<file path="src/rtl/tank_shell_if.sv">
// Bundle between the tank/keyboard side and the shell controller.
// The master drives the tank state and the key; the slave returns the shell sprite state.
interface tank_shell_if;
   logic [15:0] keycode;
   logic [9:0]  TankX;
   logic [9:0]  TankY;
   logic [2:0]  Direction;
   logic        hit;
   logic [9:0]  ShellX;
   logic [9:0]  ShellY;
   logic [2:0]  ShellDir;
   logic        ShellActive;
   logic        Exploding;
   logic        Fired;

   modport master (
      output keycode, TankX, TankY, Direction, hit,
      input  ShellX, ShellY, ShellDir, ShellActive, Exploding, Fired
   );

   modport slave (
      input  keycode, TankX, TankY, Direction, hit,
      output ShellX, ShellY, ShellDir, ShellActive, Exploding, Fired
   );
endinterface

</file>
<file path="src/rtl/tank_shell.sv">
// Shell controller: launches one shell per trigger, flies it per frame, explodes, cools down.
// Optional TANK_SHELL_AUTOFIRE_EN: a held fire key re-launches without a release.
module tank_shell #(
   parameter int          X_MAX           = 639,
   parameter int          Y_MAX           = 479,
   parameter int          TANK_HALF       = 32,
   parameter int          SHELL_SIZE      = 4,
   parameter int          SHELL_STEP      = 8,
   parameter int          EXPLODE_FRAMES  = 8,
   parameter int          COOLDOWN_FRAMES = 15,
   parameter logic [7:0]  FIRE_KEY        = 8'h2C
) (
   input  logic         frame_clk,
   input  logic         Reset,
   tank_shell_if.slave  bus
);

   typedef enum logic [1:0] {IDLE, FLY, BOOM, COOL} state_t;

   localparam logic signed [10:0] HALF     = 11'(TANK_HALF);
   localparam logic signed [10:0] STEP     = 11'(SHELL_STEP);
   localparam logic signed [10:0] LO       = 11'(SHELL_SIZE);
   localparam logic signed [10:0] HI_X     = 11'(X_MAX - SHELL_SIZE);
   localparam logic signed [10:0] HI_Y     = 11'(Y_MAX - SHELL_SIZE);
   localparam logic [4:0]         EXP_LOAD = 5'(EXPLODE_FRAMES - 1);
   localparam logic [4:0]         CD_LOAD  = 5'(COOLDOWN_FRAMES - 1);

   // Negative values (underflow) fall below LO, so they are rejected too.
   function automatic logic legal(input logic signed [10:0] c, input logic signed [10:0] hi);
      return (c >= LO) && (c <= hi);
   endfunction

   state_t                state, state_nxt;
   logic [4:0]            cnt, cnt_nxt;
   logic [9:0]            shell_x, shell_y, x_nxt, y_nxt;
   logic [2:0]            dir, dir_nxt;
   logic                  fired, fired_nxt;
   logic                  fire_held;
   logic                  pressed, fire_go;
   logic signed [10:0]    tx, ty, mx, my, sx, sy, nx, ny;

   assign pressed = (bus.keycode[7:0] == FIRE_KEY) || (bus.keycode[15:8] == FIRE_KEY);

`ifdef TANK_SHELL_AUTOFIRE_EN
   assign fire_go = pressed;
`else
   assign fire_go = pressed && !fire_held;
`endif

   assign tx = signed'({1'b0, bus.TankX});
   assign ty = signed'({1'b0, bus.TankY});
   assign sx = signed'({1'b0, shell_x});
   assign sy = signed'({1'b0, shell_y});

   always_comb begin
      mx = tx;
      my = ty;
      nx = sx;
      ny = sy;
      unique case (bus.Direction[2:1])
         2'b00:   my = ty - HALF;
         2'b01:   my = ty + HALF;
         2'b10:   mx = tx - HALF;
         default: mx = tx + HALF;
      endcase
      unique case (dir[2:1])
         2'b00:   ny = sy - STEP;
         2'b01:   ny = sy + STEP;
         2'b10:   nx = sx - STEP;
         default: nx = sx + STEP;
      endcase
   end

   always_comb begin
      state_nxt = state;
      cnt_nxt   = cnt;
      x_nxt     = shell_x;
      y_nxt     = shell_y;
      dir_nxt   = dir;
      fired_nxt = 1'b0;
      unique case (state)
         IDLE: begin
            // An edge with an illegal muzzle is simply dropped.
            if (fire_go && legal(mx, HI_X) && legal(my, HI_Y)) begin
               x_nxt     = mx[9:0];
               y_nxt     = my[9:0];
               dir_nxt   = bus.Direction;
               fired_nxt = 1'b1;
               state_nxt = FLY;
            end
         end
         FLY: begin
            if (bus.hit || !legal(nx, HI_X) || !legal(ny, HI_Y)) begin
               state_nxt = BOOM;
               cnt_nxt   = EXP_LOAD;
            end else begin
               x_nxt = nx[9:0];
               y_nxt = ny[9:0];
            end
         end
         BOOM: begin
            if (cnt == 5'd0) begin
               state_nxt = COOL;
               cnt_nxt   = CD_LOAD;
            end else begin
               cnt_nxt = cnt - 5'd1;
            end
         end
         default: begin
            if (cnt == 5'd0) state_nxt = IDLE;
            else             cnt_nxt   = cnt - 5'd1;
         end
      endcase
   end

   // fire_held resets high so a key held through reset cannot fire.
   always_ff @(posedge frame_clk) begin
      if (Reset) begin
         state     <= IDLE;
         cnt       <= 5'd0;
         shell_x   <= 10'd0;
         shell_y   <= 10'd0;
         dir       <= 3'd0;
         fired     <= 1'b0;
         fire_held <= 1'b1;
      end else begin
         state     <= state_nxt;
         cnt       <= cnt_nxt;
         shell_x   <= x_nxt;
         shell_y   <= y_nxt;
         dir       <= dir_nxt;
         fired     <= fired_nxt;
         fire_held <= pressed;
      end
   end

   assign bus.ShellX      = shell_x;
   assign bus.ShellY      = shell_y;
   assign bus.ShellDir    = dir;
   assign bus.ShellActive = (state == FLY);
   assign bus.Exploding   = (state == BOOM);
   assign bus.Fired       = fired;

endmodule

</file>
<file path="src/flat_wrapper.sv">
// flat-port wrapper written by rule: the top's interface ports become plain ports
module tank_shell_flat 
#(
   parameter int          X_MAX           = 639,
   parameter int          Y_MAX           = 479,
   parameter int          TANK_HALF       = 32,
   parameter int          SHELL_SIZE      = 4,
   parameter int          SHELL_STEP      = 8,
   parameter int          EXPLODE_FRAMES  = 8,
   parameter int          COOLDOWN_FRAMES = 15,
   parameter logic [7:0]  FIRE_KEY        = 8'h2C
)
  (frame_clk, Reset, bus_keycode, bus_TankX, bus_TankY, bus_Direction, bus_hit, bus_ShellX, bus_ShellY, bus_ShellDir, bus_ShellActive, bus_Exploding, bus_Fired);
  tank_shell_if bus_i ();
  input  logic frame_clk;
  input  logic Reset;
  input wire logic [$bits(bus_i.keycode)-1:0] bus_keycode;
  input wire logic [$bits(bus_i.TankX)-1:0] bus_TankX;
  input wire logic [$bits(bus_i.TankY)-1:0] bus_TankY;
  input wire logic [$bits(bus_i.Direction)-1:0] bus_Direction;
  input wire logic [$bits(bus_i.hit)-1:0] bus_hit;
  output wire logic [$bits(bus_i.ShellX)-1:0] bus_ShellX;
  output wire logic [$bits(bus_i.ShellY)-1:0] bus_ShellY;
  output wire logic [$bits(bus_i.ShellDir)-1:0] bus_ShellDir;
  output wire logic [$bits(bus_i.ShellActive)-1:0] bus_ShellActive;
  output wire logic [$bits(bus_i.Exploding)-1:0] bus_Exploding;
  output wire logic [$bits(bus_i.Fired)-1:0] bus_Fired;
  assign bus_i.keycode = bus_keycode;
  assign bus_i.TankX = bus_TankX;
  assign bus_i.TankY = bus_TankY;
  assign bus_i.Direction = bus_Direction;
  assign bus_i.hit = bus_hit;
  assign bus_ShellX = bus_i.ShellX;
  assign bus_ShellY = bus_i.ShellY;
  assign bus_ShellDir = bus_i.ShellDir;
  assign bus_ShellActive = bus_i.ShellActive;
  assign bus_Exploding = bus_i.Exploding;
  assign bus_Fired = bus_i.Fired;
  tank_shell #(.X_MAX(X_MAX), .Y_MAX(Y_MAX), .TANK_HALF(TANK_HALF), .SHELL_SIZE(SHELL_SIZE), .SHELL_STEP(SHELL_STEP), .EXPLODE_FRAMES(EXPLODE_FRAMES), .COOLDOWN_FRAMES(COOLDOWN_FRAMES), .FIRE_KEY(FIRE_KEY)) u_core (.frame_clk(frame_clk), .Reset(Reset), .bus(bus_i));
endmodule
</file>
<file path="config.mk">
export PLATFORM = sky130hd
export DESIGN_NAME = tank_shell_flat
export DESIGN_NICKNAME = d
export VERILOG_FILES = /design/src/rtl/tank_shell_if.sv /design/src/rtl/tank_shell.sv /design/src/flat_wrapper.sv
export SDC_FILE = /design/constraint.sdc
export NUM_CORES = 1
export LEC_CHECK = 0
export ABC_AREA = 1
export BUFFER_PORTS_ARGS = -buffer_cell sky130_fd_sc_hd__clkbuf_2
export CAP_MARGIN = 30
export CORE_MARGIN = 4
export CORE_UTILIZATION = 50
export CTS_CLUSTER_DIAMETER = 150
export DETAILED_ROUTE_END_ITERATION = 16
export GPL_TIMING_DRIVEN = 0
export PLACE_DENSITY = 0.74
export SLEW_MARGIN = 10
export SYNTH_ARGS = -nofsm -noshare
export SYNTH_HDL_FRONTEND = slang
export SYNTH_SLANG_ARGS = --single-unit
export TNS_END_PERCENT = 50
</file>
<file path="constraint.sdc">
create_clock -name frame_clk -period 8.7 [get_ports frame_clk]
set_input_delay 2.175 -clock frame_clk [delete_from_list [all_inputs] [get_ports frame_clk]]
set_output_delay 2.175 -clock frame_clk [all_outputs]
set_load 0.005 [all_outputs]
</file>
* Yosys cells after proc, flatten, opt, wreduce, memory -nomap -nowiden
Cells that the tools add are included.
** Cells by class
- $add $sub $neg :: 9
- Multipliers :: 0
- Divide/modulo/power cells :: 0
- Order comparisons :: 8
- Eq/ne operators :: 13
- Shifts and indexed selects :: 0
- Multiplexer cells :: 20
- Bitwise gates (word level) :: 1
- Reduce and logical (&&, ||, !) cells :: 26
** Operators with widths (number)
- one-hot mux 11 bit (2 select lines) :: 4
- greater-or-equal comparator 11 x 4 -> 1 bit, second input constant :: 4
- 2-to-1 mux 10 bit :: 4
- one-hot mux 10 bit (2 select lines) :: 2
- adder 10 x 4 -> 11 bit, second input constant :: 2
- adder 10 x 6 -> 11 bit, second input constant :: 2
- <= comparator 11 x 10 -> 1 bit, second input constant :: 2
- <= comparator 11 bit, second input constant :: 2
- subtractor 10 x 4 -> 11 bit, second input constant :: 2
- subtractor 10 x 6 -> 11 bit, second input constant :: 2
- equality test 8 x 6 -> 1 bit, second input constant :: 2
- 2-to-1 mux 5 bit :: 3
- one-hot mux 5 bit (3 select lines) :: 1
- 2-to-1 mux 2 bit :: 4
- logical AND 1 bit :: 7
- equality test 2 x 1 -> 1 bit, second input constant :: 3
- equality test 2 bit, second input constant :: 3
- logical NOT 2 bit :: 3
- != test 2 x 1 -> 1 bit, second input constant :: 3
- one-hot mux 2 bit (3 select lines) :: 1
- AND reduction 3 bit :: 2
- OR reduction 2 bit :: 3
- logical NOT 5 bit :: 1
- subtractor 5 x 1 -> 5 bit, second input constant :: 1
- other kinds (10) :: 14
** Word-level totals
- Flip-flop bits (word level) :: 32
- Bits in latches :: 0
- Memory bits (writable) :: 0
- Bits in read-only memories :: 0
- Input port bits :: 42
- Output and inout port bits :: 26
- Logic and storage cells :: 84
- Memories kept :: 0

* Logic depth before layout (Yosys ltp)
Gate-level depths: netlist (run 1).
- Depth in word-level cells :: 10
- Gate-level depth with buffers :: 24
- Depth with buffers taken out :: 24

* Least setup slack after synthesis (run 1)
OpenSTA, ideal clock, no wires.
- Kind :: input to register
- Start :: input port bus_Direction[2]
- End :: register u_core.shell_x[6], in the netlist u_core.bus.ShellX[6]
- Library setup time :: 0.112 ns
- Data arrival time :: 4.404 ns
- Required time :: 8.588 ns
- Path slack :: 4.184 ns
- Stages on the path :: 19
- Path buffers :: 2
- Cells stage by stage :: buf_6 > nor2_1 > inv_1 > ha_1 > a21oi_1 > nand2_1 > nand2_1 > nand2_1 > o21ai_1 > nor2_1 > nor2_1 > nand2_1 > nor2_2 > nand2_2 > a21oi_4 > nand2_8 > buf_8 > nor2_2 > nor2_1
** On the way
- Longest elaborated chain between the ends :: 9
- Elaborated cells on any way between the ends :: 18
- Those cells by class :: order compare (4); eq/ne (3); mux (4); reduce/logical (7)
** Ends and longest elaborated chain
- from (decl) :: line flat_wrapper.sv:20 : input wire logic [$bits(bus_i.Direction)-1:0] bus_Direction;
- equality test 2 x 1 -> 1 bit / logical NOT 2 bit (equally long branches) :: line tank_shell.sv:60 : unique case (bus.Direction[2:1])
- OR reduction 2 bit (no source line)
- one-hot mux 11 bit (2 select lines) :: line tank_shell.sv:60
- greater-or-equal comparator 11 x 4 -> 1 bit / <= comparator 11 bit (equally long branches) :: line tank_shell.sv:30 : return (c >= LO) && (c <= hi);
- logical AND 1 bit :: line tank_shell.sv:30
- logical AND 1 bit (2 in series) :: line tank_shell.sv:84 : if (fire_go && legal(mx, HI_X) && legal(my, HI_Y)) begin
- != test 2 x 1 -> 1 bit (no source line)
- AND reduction 3 bit (no source line)
- to (signal assigned) :: line tank_shell.sv:129 : shell_x <= x_nxt;
- to (decl) :: line tank_shell.sv:35 : logic [9:0] shell_x, shell_y, x_nxt, y_nxt;
Parallel ways exist; a longest one is shown, timed or not. The select of a mux whose other input is x is not followed.
A chain may end at the register's enable or synchronous reset.

* Worst setup path in the final report (run 1)
- Start :: input port bus_Direction[2]
- End :: register u_core.shell_x[7], in the netlist u_core.bus.ShellX[7]
The elaborated chain is that of the path after synthesis.

==> results of run 1 <==
==> sequential cells by signal, indices dropped and copies added (netlist names) <==
name                 cells
u_core.bus.ShellX       10
u_core.bus.ShellY       10
u_core.cnt               5
u_core.bus.ShellDir      3
u_core.state             2
u_core.bus.Fired         1
u_core.fire_held         1
==> layer usage <==
layer,up-vias,track usage,wire [um]
met4,0,0.0797,169
met2,127,0.397,4210
li1,1919,-,-
met5,-,0,0
met3,19,0.0400,602
met1,1640,0.297,3860
==> worst reg2reg max path, stage by stage, from the launching register on <==
cell and delay, ns:
sky130_fd_sc_hd__dfxtp_1 0.39, sky130_fd_sc_hd__buf_6 0.18, sky130_fd_sc_hd__buf_4 0.18, sky130_fd_sc_hd__nor2_1 0.22, sky130_fd_sc_hd__inv_1 0.18, sky130_fd_sc_hd__ha_1 0.38
sky130_fd_sc_hd__a21oi_1 0.19, sky130_fd_sc_hd__nand2_1 0.09, sky130_fd_sc_hd__nand2_1 0.06, sky130_fd_sc_hd__nand2_1 0.04, sky130_fd_sc_hd__o21ai_0 0.29, sky130_fd_sc_hd__nor3_1 0.11
sky130_fd_sc_hd__nand2_1 0.08, sky130_fd_sc_hd__nand3b_1 0.07, sky130_fd_sc_hd__nor2_1 0.29, sky130_fd_sc_hd__nand2_2 0.12, sky130_fd_sc_hd__nand2_4 0.15, sky130_fd_sc_hd__nand2_8 0.10
sky130_fd_sc_hd__buf_8 0.17, sky130_fd_sc_hd__nor2_2 0.08, sky130_fd_sc_hd__nor2_1 0.05
==> cell usage after synthesis <==
library cell	number	area share
sky130_fd_sc_hd__nand4_1	7	0.013
sky130_fd_sc_hd__a41o_1	1	0.0031
sky130_fd_sc_hd__nor2_1	63	0.073
sky130_fd_sc_hd__and2_1	1	0.0019
sky130_fd_sc_hd__o21bai_1	2	0.0046
sky130_fd_sc_hd__nand3_1	49	0.076
sky130_fd_sc_hd__o21ai_2	1	0.0027
sky130_fd_sc_hd__nor3b_1	1	0.0023
sky130_fd_sc_hd__o21ai_1	5	0.0077
sky130_fd_sc_hd__a31o_2	1	0.0027
sky130_fd_sc_hd__a211o_1	1	0.0027
sky130_fd_sc_hd__nor2_2	11	0.021
sky130_fd_sc_hd__clkbuf_1	8	0.0092
sky130_fd_sc_hd__fa_1	2	0.012
sky130_fd_sc_hd__nand2b_1	1	0.0019
sky130_fd_sc_hd__inv_1	66	0.076
sky130_fd_sc_hd__xor2_1	4	0.011
sky130_fd_sc_hd__a21boi_0	1	0.0023
sky130_fd_sc_hd__nand3_2	1	0.0031
sky130_fd_sc_hd__nand2_1	165	0.19
sky130_fd_sc_hd__a21oi_1	27	0.042
sky130_fd_sc_hd__buf_4	2	0.0046
sky130_fd_sc_hd__nand2_4	2	0.0069
sky130_fd_sc_hd__o22ai_1	2	0.0039
sky130_fd_sc_hd__nand2_8	1	0.0062
sky130_fd_sc_hd__a21boi_1	1	0.0023
sky130_fd_sc_hd__buf_6	2	0.0069
sky130_fd_sc_hd__a21oi_4	1	0.0050
sky130_fd_sc_hd__nor2_4	2	0.0069
sky130_fd_sc_hd__a21o_1	1	0.0023
sky130_fd_sc_hd__nor3_1	7	0.011
sky130_fd_sc_hd__o211ai_1	1	0.0023
sky130_fd_sc_hd__a31oi_1	3	0.0058
sky130_fd_sc_hd__dfxtp_1	32	0.20
sky130_fd_sc_hd__ha_1	18	0.069
sky130_fd_sc_hd__buf_8	1	0.0046
sky130_fd_sc_hd__nand3b_1	10	0.023
sky130_fd_sc_hd__nand2_2	6	0.012
sky130_fd_sc_hd__inv_2	5	0.0058
sky130_fd_sc_hd__o21ai_0	31	0.048
sky130_fd_sc_hd__or2_2	2	0.0039
sky130_fd_sc_hd__xnor2_1	5	0.013
==> cell families (layout without fill, tap and decap cells) <==
kind of cell	count (synthesis)	after routing	share of synthesized area
XOR/XNOR	9	9	0.0243
flip-flops	32	32	0.197
AO/OA/AOI/OAI	79	79	0.137
buffers and inverters	84	158	0.108
AND/OR/NAND/NOR	329	329	0.452
adder cells (fa/ha/maj)	20	20	0.0817
==> power breakdown <==
group / total [mW] / switching [mW] / internal, mW
Clock: 0.146 / 0.0606 / 0.0850
Combinational: 0.784 / 0.487 / 0.297
Sequential: 0.252 / 0.0543 / 0.198
Total: 1.18 / 0.602 / 0.580
==> stage by stage <==
stage | cell area, um2 | hold WS, ns | util | power (mW)
finish | 3780 | 0.446 | 0.599 | 1.18
global route | 3780 | 0.485 | 0.599 | 1.31
CTS | 3780 | 0.450 | 0.599 | 1.18
detailed placement | 3670 | 0.440 | 0.582 | 1.03
global placement | 3670 | 0.434 | 0.582 | 1.01
floorplan | 3250 | 0.440 | - | 0.841
==> area by class of cell <==
| class | count | area (um2) | area share |
|---|---|---|---|
| Buffer | 13 | 82.6 | 0.0218 |
| Clock buffer | 6 | 72.6 | 0.0192 |
| Clock inverter | 2 | 35.0 | 0.00927 |
| Inverter | 71 | 267 | 0.0705 |
| Multi-Input combinational cell | 437 | 2260 | 0.597 |
| Sequential cell | 32 | 641 | 0.169 |
| Tap cell | 77 | 96.3 | 0.0255 |
| Timing Repair Buffer | 66 | 330 | 0.0874 |
==> worst max-delay path by stage <==
stage / cells after the start / to / startpoint / slack, ns
floorplan: 19 / u_core.bus.ShellX[6]$_SDFFE_PP0P_ / bus_Direction[2] / 4.18
global placement: 20 / u_core.bus.ShellX[7]$_SDFFE_PP0P_ / bus_Direction[2] / 3.69
detailed placement: 20 / u_core.bus.ShellX[7]$_SDFFE_PP0P_ / bus_Direction[2] / 3.69
CTS: 20 / u_core.bus.ShellX[7]$_SDFFE_PP0P_ / bus_Direction[2] / 3.97
global route: 20 / u_core.bus.ShellY[8]$_SDFFE_PP0P_ / bus_Direction[1] / 3.64
finish: 20 / u_core.bus.ShellX[7]$_SDFFE_PP0P_ / bus_Direction[2] / 3.96
==> key figures, run 1 <==
Detailed routing
  – Iteration count of the initial detailed-routing pass: 7
  – DRC Markers: 0
  – Count of antenna-violating nets left after detailed routing: 0
  – DRT Wirelength: 8.84 mm
  – First-iteration detailed-routing DRC count: 158
  – Routed via count: 3705
  – Mean number of vias per cell: 5.26
  – Average wire per cell in the routed design: 12.6 um

Clocking
  – TritonCTS clock tree: done
  – Total clock sinks: 32
  – Htree depth: 2
  – Clock network latency to the later pin of the worst-skew pair: 0.29 ns
  – Clock root buffer: sky130_fd_sc_hd__clkbuf_8
  – Buffer count from post-CTS setup fixing: 0
  – Total CTS buffers: 5
  – Clock slew at reported path FFs: 0.07 ns
  – Number of gates resized after CTS: 0
  – Buffers from clock root to sink, at most: 2
  – Count of hold-fix buffers inserted at cts: 0

STA
  – Normalized max-slew margin: 0.611
  – Min setup slack post-route: 3.96 ns
  – Worst-case clock skew: 0.0104 ns
  – Post-route clock period utilization: 0.544
  – Setup repair after global routing missed its margin: no
  – Worst-Margin Slew: 0.584 ns
  – Post-layout minimum cycle time: 4.74 ns
  – Final number of max-transition violations: 0
  – Final Hold Vio Count: 0
  – Number of failing setup endpoints in the final timing report: 0
  – Maximum clock frequency: 211 MHz
  – Setup_tns: 0 ns

Yosys
  – Synthesized cell area: 3250 um2
  – Synthesized area per cell: 5.87 um2
  – YS warnings: 0
  – Gate count after technology mapping: 553
  – Net Count, Synth: 615
  – Unique cell type count in the Yosys netlist: 42
  – Number of flip-flops and latches in the synthesized netlist: 32
  – Sequential area share after synthesis: 0.197

Floorplan
  – Die X: 88.6 um
  – CORE AREA: 6310 um2
  – Starting density of the core: 0.514
  – Count of pins on the block boundary: 68
  – Floorplan die area: 7850 um2
  – Y dimension of the die: 88.6 um
  – Total number of placement rows: 29

Worst setup path
  – Crit path arrival time: 4.93 ns
  – Launching element type of the critical path: input port
  – Cell with the largest stage delay on the worst path: sky130_fd_sc_hd__ha_1
  – Critical Path End Type: flop
  – Cell family with the largest share of critical-path delay: simple AND/OR/NAND/NOR gates
  – Reg2Reg Launch Point: u_core.bus.ShellDir[2]$_SDFFE_PP0P_
  – Classification of the worst setup path: input port to flop
  – Worst reg2reg path endpoint: u_core.bus.ShellX[7]$_SDFFE_PP0P_
  – Required time of the worst setup path: 8.89 ns
  – Buffers and inverters on the worst path: 4
  – Critical Path, Cell by Cell: clkbuf_2 -> buf_6 -> nor2_1 -> inv_1 -> ha_1 -> a21oi_1 -> nand2_1 -> nand2_1 -> nand2_1 -> o21ai_1 -> nor2_1 -> nor2_1 -> nand2_1 -> nor2_2 -> nand2_2 -> a21oi_4 -> nand2_8 -> buf_8 -> nor2_2 -> nor2_1
  – Slowest Stage Delay on Critical Path: 0.34 ns
  – Worst reg-to-reg path cell count: 20
  – Maximum fanout count along the critical path: 10
  – Setup slack of the most critical reg-to-reg path: 5.16 ns

Cells and area
  – Synthesis-to-layout area growth: 16.5%
  – Fill cell count: 655
  – Net count reported at finish: 688
  – Highest-count cells in the layout ignoring fill and taps: sky130_fd_sc_hd__nand2_1 (165), sky130_fd_sc_hd__inv_1 (66), sky130_fd_sc_hd__clkbuf_2 (66)
  – Fin cells: 704
  – Fraction of final layout cells with drive strength greater than 1: 0.177
  – Most common cell after layout, fill and taps aside: sky130_fd_sc_hd__nand2_1
  – Antenna cells: 0

Global route
  – Initial antenna violation count: 0
  – Maximum number of pins on one net before global-route repair: 11
  – Grt total ovfl: 0
  – Global-route wire length before repair: 14.6 mm
  – Number of global-route vias before repair: 3356
  – GRT Util Overall: 0.233

Place
  – Setup WS pre-CTS: 3.69 ns
  – Half-perimeter wire length of the detailed placement result: 7.09 mm
  – Final RePlAce weighted congestion: 0.942
  – Port buffer count: 66
  – # placed instances: 696

Worst hold path
  – Hold_sp: u_core.bus.ShellDir[0]$_SDFFE_PP0P_
  – Worst-case hold path end point: u_core.bus.ShellDir[0]$_SDFFE_PP0P_
  – Hold Crit Class: flop to flop
  – Hold depth: 2

Power and ir drop
  – Leakage: 2.00 nW
  – Worst voltage drop across the vdd grid: 0.173 mV
  – Total power divided by cell area: 313 nW/um2

Status
  – Run status: finished, final reports clean

Job
  – Max-capacitance violation count: 0
Power figures use the tool's default switching activity.
==> inputs of run 2 (changes only) <==
--- a/config.mk
+++ b/config.mk
@@ -5,7 +5,7 @@
 export SDC_FILE = /design/constraint.sdc
 export NUM_CORES = 1
 export LEC_CHECK = 0
-export ABC_AREA = 1
+export ABC_AREA = 0
 export BUFFER_PORTS_ARGS = -buffer_cell sky130_fd_sc_hd__clkbuf_2
 export CAP_MARGIN = 30
 export CORE_MARGIN = 4
@@ -13,7 +13,7 @@
 export CTS_CLUSTER_DIAMETER = 150
 export DETAILED_ROUTE_END_ITERATION = 16
 export GPL_TIMING_DRIVEN = 0
-export PLACE_DENSITY = 0.74
+export PLACE_DENSITY = 0.76
 export SLEW_MARGIN = 10
 export SYNTH_ARGS = -nofsm -noshare
 export SYNTH_HDL_FRONTEND = slang
==> constraint.sdc (replaced) <==
create_clock -name frame_clk -period 4.3 [get_ports frame_clk]
set_input_delay 1.075 -clock frame_clk [delete_from_list [all_inputs] [get_ports frame_clk]]
set_output_delay 1.075 -clock frame_clk [all_outputs]
set_load 0.005 [all_outputs]
==> run 2 against run 1 <==
  * Synthesized area is 4.9% higher
  * Sequential cell count stayed put
  * Clock power is 66% higher
  * Largest cell class unchanged
==> key figures, run 2 <==
Status
  – Run status: finished, final reports clean

Yosys
  – Synthesized area per cell: 7.79 um2
  – Gate count after technology mapping: 437
  – Number of flip-flops and latches in the synthesized netlist: 32
  – Post-synth EDFFs: 0
  – Synthesized cell area: 3400 um2
  – Net Count, Synth: 499
  – Synth top area share: 0.188
  – Most frequent cell after synthesis: sky130_fd_sc_hd__nor2_1
  – Leading cell types by count after synthesis: sky130_fd_sc_hd__nor2_1 (34), sky130_fd_sc_hd__dfxtp_1 (32), sky130_fd_sc_hd__nand2_1 (27)
  – Fraction of synthesis flops using an asynchronous set or reset pin: 0
  – Sequential area share after synthesis: 0.188
  – Unique cell type count in the Yosys netlist: 80
  – Most used flip-flop cell after synthesis: sky130_fd_sc_hd__dfxtp_1
  – YS warnings: 0
  – Synth area leaders: sky130_fd_sc_hd__dfxtp_1 (19%), sky130_fd_sc_hd__ha_1 (6.6%), sky130_fd_sc_hd__nor2_1 (3.7%)
  – Post-synthesis cell type with the largest combined area: sky130_fd_sc_hd__dfxtp_1

Job
  – Max-capacitance violation count: 0

Worst setup path
  – Critical Path End Type: flop
  – Termination of the worst setup path: u_core.bus.ShellY[4]$_SDFFE_PP0P_
  – Launching element type of the critical path: input port
  – Maximum fanout count along the critical path: 10
  – Reg2Reg Launch Point: u_core.bus.ShellDir[2]$_SDFFE_PP0P_
  – Launch point of the worst path: bus_Direction[1]
  – Required time of the worst setup path: 4.48 ns
  – Crit path arrival time: 4.37 ns
  – Setup slack of the most critical reg-to-reg path: 0.22 ns
  – Worst reg-to-reg path cell count: 14
  – Worst reg2reg path endpoint: u_core.bus.ShellX[5]$_SDFFE_PP0P_
  – Classification of the worst setup path: input port to flop

Floorplan
  – Floorplan die area: 8190 um2
  – CORE AREA: 6490 um2
  – Total number of placement rows: 29
  – Starting density of the core: 0.524
  – Die X: 90.5 um
  – Y dimension of the die: 90.5 um
  – Count of pins on the block boundary: 68

Detailed routing
  – First-iteration detailed-routing DRC count: 325
  – Sum of met2 wire segment lengths after detailed routing: 4.99 mm
  – M1 WL: 4.53 mm
  – Routed via count: 3808
  – Highest Signal Layer: met4
  – Iteration count of the initial detailed-routing pass: 5
  – Average wire per cell in the routed design: 17.8 um
  – DRC Markers: 0
  – DRT Wirelength: 10.4 mm
  – Count of antenna-violating nets left after detailed routing: 0
  – Detail Route met3 WL: 759 um
  – Mean number of vias per cell: 6.48

Global route
  – Number of global-route vias before repair: 3549
  – Maximum number of pins on one net before global-route repair: 11
  – Initial antenna violation count: 0
  – Grt total ovfl: 0
  – Global-route wire length before repair: 16.8 mm
  – GRT Util Overall: 0.245

Cells and area
  – Most common cell after layout, fill and taps aside: sky130_fd_sc_hd__clkbuf_2
  – Antenna cells: 0
  – Highest-count cells in the layout ignoring fill and taps: sky130_fd_sc_hd__clkbuf_2 (65), sky130_fd_sc_hd__nor2_1 (33), sky130_fd_sc_hd__dfxtp_1 (31)
  – Net count reported at finish: 572
  – Fraction of final layout cells with drive strength greater than 1: 0.225
  – Synthesis-to-layout area growth: 17.3%

Place
  – Half-perimeter wire length of the detailed placement result: 7.82 mm
  – Port buffer count: 64
  – Final RePlAce weighted congestion: 0.912

STA
  – Final Hold Vio Count: 0
  – Maximum clock frequency: 239 MHz
  – Worst-Margin Slew: 0.616 ns
  – Final number of max-transition violations: 0
  – Setup repair after global routing missed its margin: yes
  – Normalized max-slew margin: 0.584
  – Final hold slack: 0.472 ns
  – Setup_tns: 0 ns
  – Post-route clock period utilization: 0.974
  – Post-layout minimum cycle time: 4.19 ns
  – Number of failing setup endpoints in the final timing report: 0
  – Worst-case clock skew: 0.00306 ns

Power and ir drop
  – Worst voltage drop across the vdd grid: 0.162 mV
  – Total power divided by cell area: 197 nW/um2
  – Leakage: 1.60 nW

Clocking
  – Clock root buffer: sky130_fd_sc_hd__clkbuf_8
  – Total CTS buffers: 5
  – Buffers from clock root to sink, at most: 2
  – Count of hold-fix buffers inserted at cts: 0
  – Clock network latency to the later pin of the worst-skew pair: 0.28 ns
  – TritonCTS clock tree: done
  – Htree depth: 2
  – Total clock sinks: 32
  – Clock slew at reported path FFs: 0.07 ns

Worst hold path
  – Hold Crit Class: flop to flop
  – Hold depth: 2
  – Hold_sp: u_core.bus.ShellDir[0]$_SDFFE_PP0P_
[run 2: changes by cell type after synthesis, moves of 8 or more]
cell / change
sky130_fd_sc_hd__buf_2: +11
sky130_fd_sc_hd__nor4b_1: +8
sky130_fd_sc_hd__nor3b_1: +8
sky130_fd_sc_hd__o211ai_1: +9
sky130_fd_sc_hd__nor3_1: +11
sky130_fd_sc_hd__inv_1: -51
sky130_fd_sc_hd__nand2_1: -138
sky130_fd_sc_hd__nand3_1: -39
sky130_fd_sc_hd__nand3b_1: -9
sky130_fd_sc_hd__o31ai_1: +10
sky130_fd_sc_hd__nor2_2: -11
sky130_fd_sc_hd__o21ai_0: -8
sky130_fd_sc_hd__nor2_1: -29
[run 2: layout make-up]
| class | count | area [um2] |
|---|---|---|
| Tap cell | 77 | 96.3 |
| Timing Repair Buffer | 66 | 335 |
| Fill cell | 584 | 2500 |
| Sequential cell | 32 | 642 |
| Clock buffer | 8 | 90.1 |
| Multi-Input combinational cell | 355 | 2580 |
| Inverter | 18 | 67.6 |
| Buffer | 32 | 178 |
[run 2: worst min path at each step]
| stage | slack, ns | end |
|---|---|---|
| 2_1_floorplan | 0.45 | u_core.cnt[0]$_SDFFE_PP0P_ |
| 3_3_place_gp | 0.45 | u_core.bus.ShellDir[0]$_SDFFE_PP0P_ |
| 3_5_place_dp | 0.46 | u_core.bus.ShellDir[0]$_SDFFE_PP0P_ |
| 4_1_cts | 0.47 | u_core.bus.ShellDir[0]$_SDFFE_PP0P_ |
| 5_1_grt | 0.49 | u_core.bus.ShellDir[0]$_SDFFE_PP0P_ |
| 6_report | 0.47 | u_core.bus.ShellDir[0]$_SDFFE_PP0P_ |
[run 2: cells by family after synthesis]
group,synth area share
AND/OR/NAND/NOR,0.289
AO/OA/AOI/OAI,0.296
XOR/XNOR,0.0412
flip-flops,0.188
adder cells (fa/ha/maj),0.0809
multiplexers,0.0353
buffers and inverters,0.0702
[run 2: where the power goes]
part	internal [mW]	switching, mW
Clock	0.131	0.111
Sequential	0.300	0.00360
Combinational	0.0961	0.147
[run 2: routing by layer]
metal  vias to the layer above  track usage
met5                         -            0
met4                         0       0.0689
met3                        17       0.0550
met2                       185        0.408
met1                      1779        0.317
li1                       1827            -
[run 2: critical path: stages]
cell                        delay (ns)
sky130_fd_sc_hd__clkbuf_2         0.13
sky130_fd_sc_hd__buf_4            0.19
sky130_fd_sc_hd__nand2b_4         0.15
sky130_fd_sc_hd__xnor2_1          0.18
sky130_fd_sc_hd__ha_2             0.27
sky130_fd_sc_hd__nor4bb_4         0.29
sky130_fd_sc_hd__o21a_1           0.16
sky130_fd_sc_hd__o21ai_0          0.08
sky130_fd_sc_hd__a221o_1          0.43
sky130_fd_sc_hd__a2111oi_4        0.50
sky130_fd_sc_hd__nor2_2           0.09
sky130_fd_sc_hd__buf_4            0.19
sky130_fd_sc_hd__or4_1            0.52
sky130_fd_sc_hd__o31ai_1          0.10
[run 2: metrics by stage]
step / instances / cell area, um2 / power [mW] / setup WS (ns) / util
4_1_cts: 586 / 3920 / 0.780 / 0.0183 / 0.603
6_report: 588 / 3990 / 0.788 / 0.110 / 0.615
5_1_grt: 588 / 3990 / 0.832 / -0.0266 / 0.615
3_5_place_dp: 578 / 3820 / 0.539 / -0.362 / 0.588
3_3_place_gp: 578 / 3820 / 0.533 / -0.363 / 0.588
2_1_floorplan: 437 / 3400 / 0.470 / 0.163 / -
[run 2: timing repair]
item                       4_1_cts  5_1_grt
gates cloned                     0        0
buffers inserted                 0        2
gates resized for setup          1       16
pin swaps                        0        5
setup endpoints to repair        1       20
==> inputs of run 3 (changes only) <==
--- a/config.mk
+++ b/config.mk
@@ -8,7 +8,7 @@
 export ABC_AREA = 0
 export BUFFER_PORTS_ARGS = -buffer_cell sky130_fd_sc_hd__clkbuf_2
 export CAP_MARGIN = 30
-export CORE_MARGIN = 4
+export CORE_MARGIN = 10
 export CORE_UTILIZATION = 50
 export CTS_CLUSTER_DIAMETER = 150
 export DETAILED_ROUTE_END_ITERATION = 16
==> run 3 against run 2 <==
  * Sequential share of layout area hardly changed
  * Critical path depth shrank 1
  * Critical path type unchanged
  * Non-clock buffer count is the same
  * Total power down 0.13%
  * Sequential power is essentially flat
==> key figures, run 3 (same netlist as run 2, synthesis figures left out) <==
Worst setup path
  – Maximum fanout count along the critical path: 10
  – Critical Path End Type: flop
  – Crit path arrival time: 4.31 ns
  – Classification of the worst setup path: input port to flop
  – Required time of the worst setup path: 4.50 ns
  – Launching element type of the critical path: input port

Cells and area
  – Share of the core filled with cells in the final layout: 0.593
  – Fraction of final layout cells with drive strength greater than 1: 0.223
  – Most common cell after layout, fill and taps aside: sky130_fd_sc_hd__clkbuf_2
  – Synthesis-to-layout area growth: 17.0%
  – Net count reported at finish: 572
  – Highest-count cells in the layout ignoring fill and taps: sky130_fd_sc_hd__clkbuf_2 (65), sky130_fd_sc_hd__nor2_1 (34), sky130_fd_sc_hd__dfxtp_1 (32)
  – Fill cell count: 626
  – Antenna cells: 0

Floorplan
  – Total number of placement rows: 30
  – Starting density of the core: 0.507
  – CORE AREA: 6720 um2
  – Y dimension of the die: 103 um
  – Die X: 103 um
  – Count of pins on the block boundary: 68
  – Floorplan die area: 10500 um2

Power and ir drop
  – Leakage: 1.58 nW
  – Worst voltage drop across the vdd grid: 0.139 mV
  – Post-layout total power: 0.787 mW
  – Total power divided by cell area: 198 nW/um2

Clocking
  – TritonCTS clock tree: done
  – Total CTS buffers: 5
  – Buffers from clock root to sink, at most: 2
  – Total clock sinks: 32
  – Clock network latency to the later pin of the worst-skew pair: 0.29 ns
  – Htree depth: 2
  – Clock slew at reported path FFs: 0.07 ns
  – Clock root buffer: sky130_fd_sc_hd__clkbuf_8
  – Count of hold-fix buffers inserted at cts: 0

STA
  – Min setup slack post-route: 0.189 ns
  – Post-layout minimum cycle time: 4.11 ns
  – Worst-case clock skew: 0.0110 ns
  – Final hold slack: 0.480 ns
  – Number of failing setup endpoints in the final timing report: 0
  – Worst-Margin Slew: 0.640 ns
  – Post-route clock period utilization: 0.956
  – Final Hold Vio Count: 0
  – Maximum clock frequency: 243 MHz
  – Final number of max-transition violations: 0
  – Normalized max-slew margin: 0.569

Global route
  – Met1 track demand over resource: 0.249
  – Number of global-route vias before repair: 3678
  – Global-route wire length before repair: 17.0 mm
  – Initial antenna violation count: 0
  – M2 GR Usage: 0.333
  – Maximum number of pins on one net before global-route repair: 11
  – Met3 GRT Util: 0.0462
  – Grt total ovfl: 0
  – GRT Util Overall: 0.199
  – Most Crowded Layer GR: met2

Place
  – Setup WS pre-CTS: -0.429 ns
  – Port buffer count: 64
  – Half-perimeter wire length of the detailed placement result: 8.27 mm
  – Final RePlAce weighted congestion: 0.935

Detailed routing
  – Iteration count of the initial detailed-routing pass: 5
  – Routed via count: 3730
  – Count of antenna-violating nets left after detailed routing: 0
  – First-iteration detailed-routing DRC count: 245
  – Mean number of vias per cell: 6.31
  – DRC Markers: 0
  – DRT Wirelength: 10.5 mm
  – Average wire per cell in the routed design: 17.7 um

Worst hold path
  – Hold Crit Class: flop to flop

Status
  – Run status: finished, final reports clean

Job
  – Max-capacitance violation count: 0
run 3: power breakdown:
group / switching [mW] / leakage, nW / total [mW] / internal (mW)
logic: 0.147 / 1.28 / 0.242 / 0.0954
clock network: 0.114 / 0.0510 / 0.242 / 0.128
registers: 0.00357 / 0.258 / 0.303 / 0.300
run 3: final cells by class:
| cell class | count | area (um2) | share of cell area |
|---|---|---|---|
| Inverter | 18 | 67.6 | 0.0170 |
| Clock buffer | 6 | 82.6 | 0.0207 |
| Tap cell | 80 | 100 | 0.0251 |
| Clock inverter | 2 | 10.0 | 0.00251 |
| Buffer | 32 | 175 | 0.0440 |
| Timing Repair Buffer | 66 | 335 | 0.0842 |
| Multi-Input combinational cell | 355 | 2570 | 0.646 |
| Sequential cell | 32 | 641 | 0.161 |
run 3: routing by layer:
layer / wire length [um] / part of all wire
met4: 130 / 0.012
met5: 0 / 0
met2: 4900 / 0.47
met1: 4610 / 0.44
met3: 835 / 0.080
run 3: critical path, cell delays in order:
cell,delay (ns)
sky130_fd_sc_hd__clkbuf_2,0.14
sky130_fd_sc_hd__nor2b_2,0.26
sky130_fd_sc_hd__inv_1,0.14
sky130_fd_sc_hd__ha_1,0.32
sky130_fd_sc_hd__a21o_1,0.19
sky130_fd_sc_hd__a211oi_1,0.40
sky130_fd_sc_hd__o31ai_4,0.13
sky130_fd_sc_hd__a211o_1,0.33
sky130_fd_sc_hd__a2111oi_4,0.41
sky130_fd_sc_hd__nor2_1,0.11
sky130_fd_sc_hd__buf_2,0.21
sky130_fd_sc_hd__or4_1,0.51
sky130_fd_sc_hd__o31ai_1,0.08
run 3: worst paths after layout:
kind | start | to | slack [ns] | depth (start not counted)
worst max-delay path | bus_Direction[1] | u_core.bus.ShellY[4]$_SDFFE_PP0P_ | 0.19 | 13
worst min-delay path | u_core.bus.ShellDir[0]$_SDFFE_PP0P_ | u_core.bus.ShellDir[0]$_SDFFE_PP0P_ | 0.48 | 2
worst max register to register | u_core.bus.ShellDir[2]$_SDFFE_PP0P_ | u_core.cnt[2]$_SDFFE_PP0P_ | 0.24 | 14
worst min register to register | u_core.bus.ShellDir[0]$_SDFFE_PP0P_ | u_core.bus.ShellDir[0]$_SDFFE_PP0P_ | 0.48 | 2
run 3: per-stage QoR:
step                TNS [ns]  cell area (um2)  instances
global placement       -3.06             3820        581
CTS                        0             3920        589
detailed placement     -6.05             3820        581
finish                     0             3980        591
global route        -0.00954             3980        591
floorplan                  0             3400        437
run 3: timing repair:
action | in CTS | in global routing
cloned | 0 | 0
pin swaps | 0 | 2
endpoints found under the setup margin | 7 | 23
setup buffers | 0 | 2
resized for setup | 1 | 10
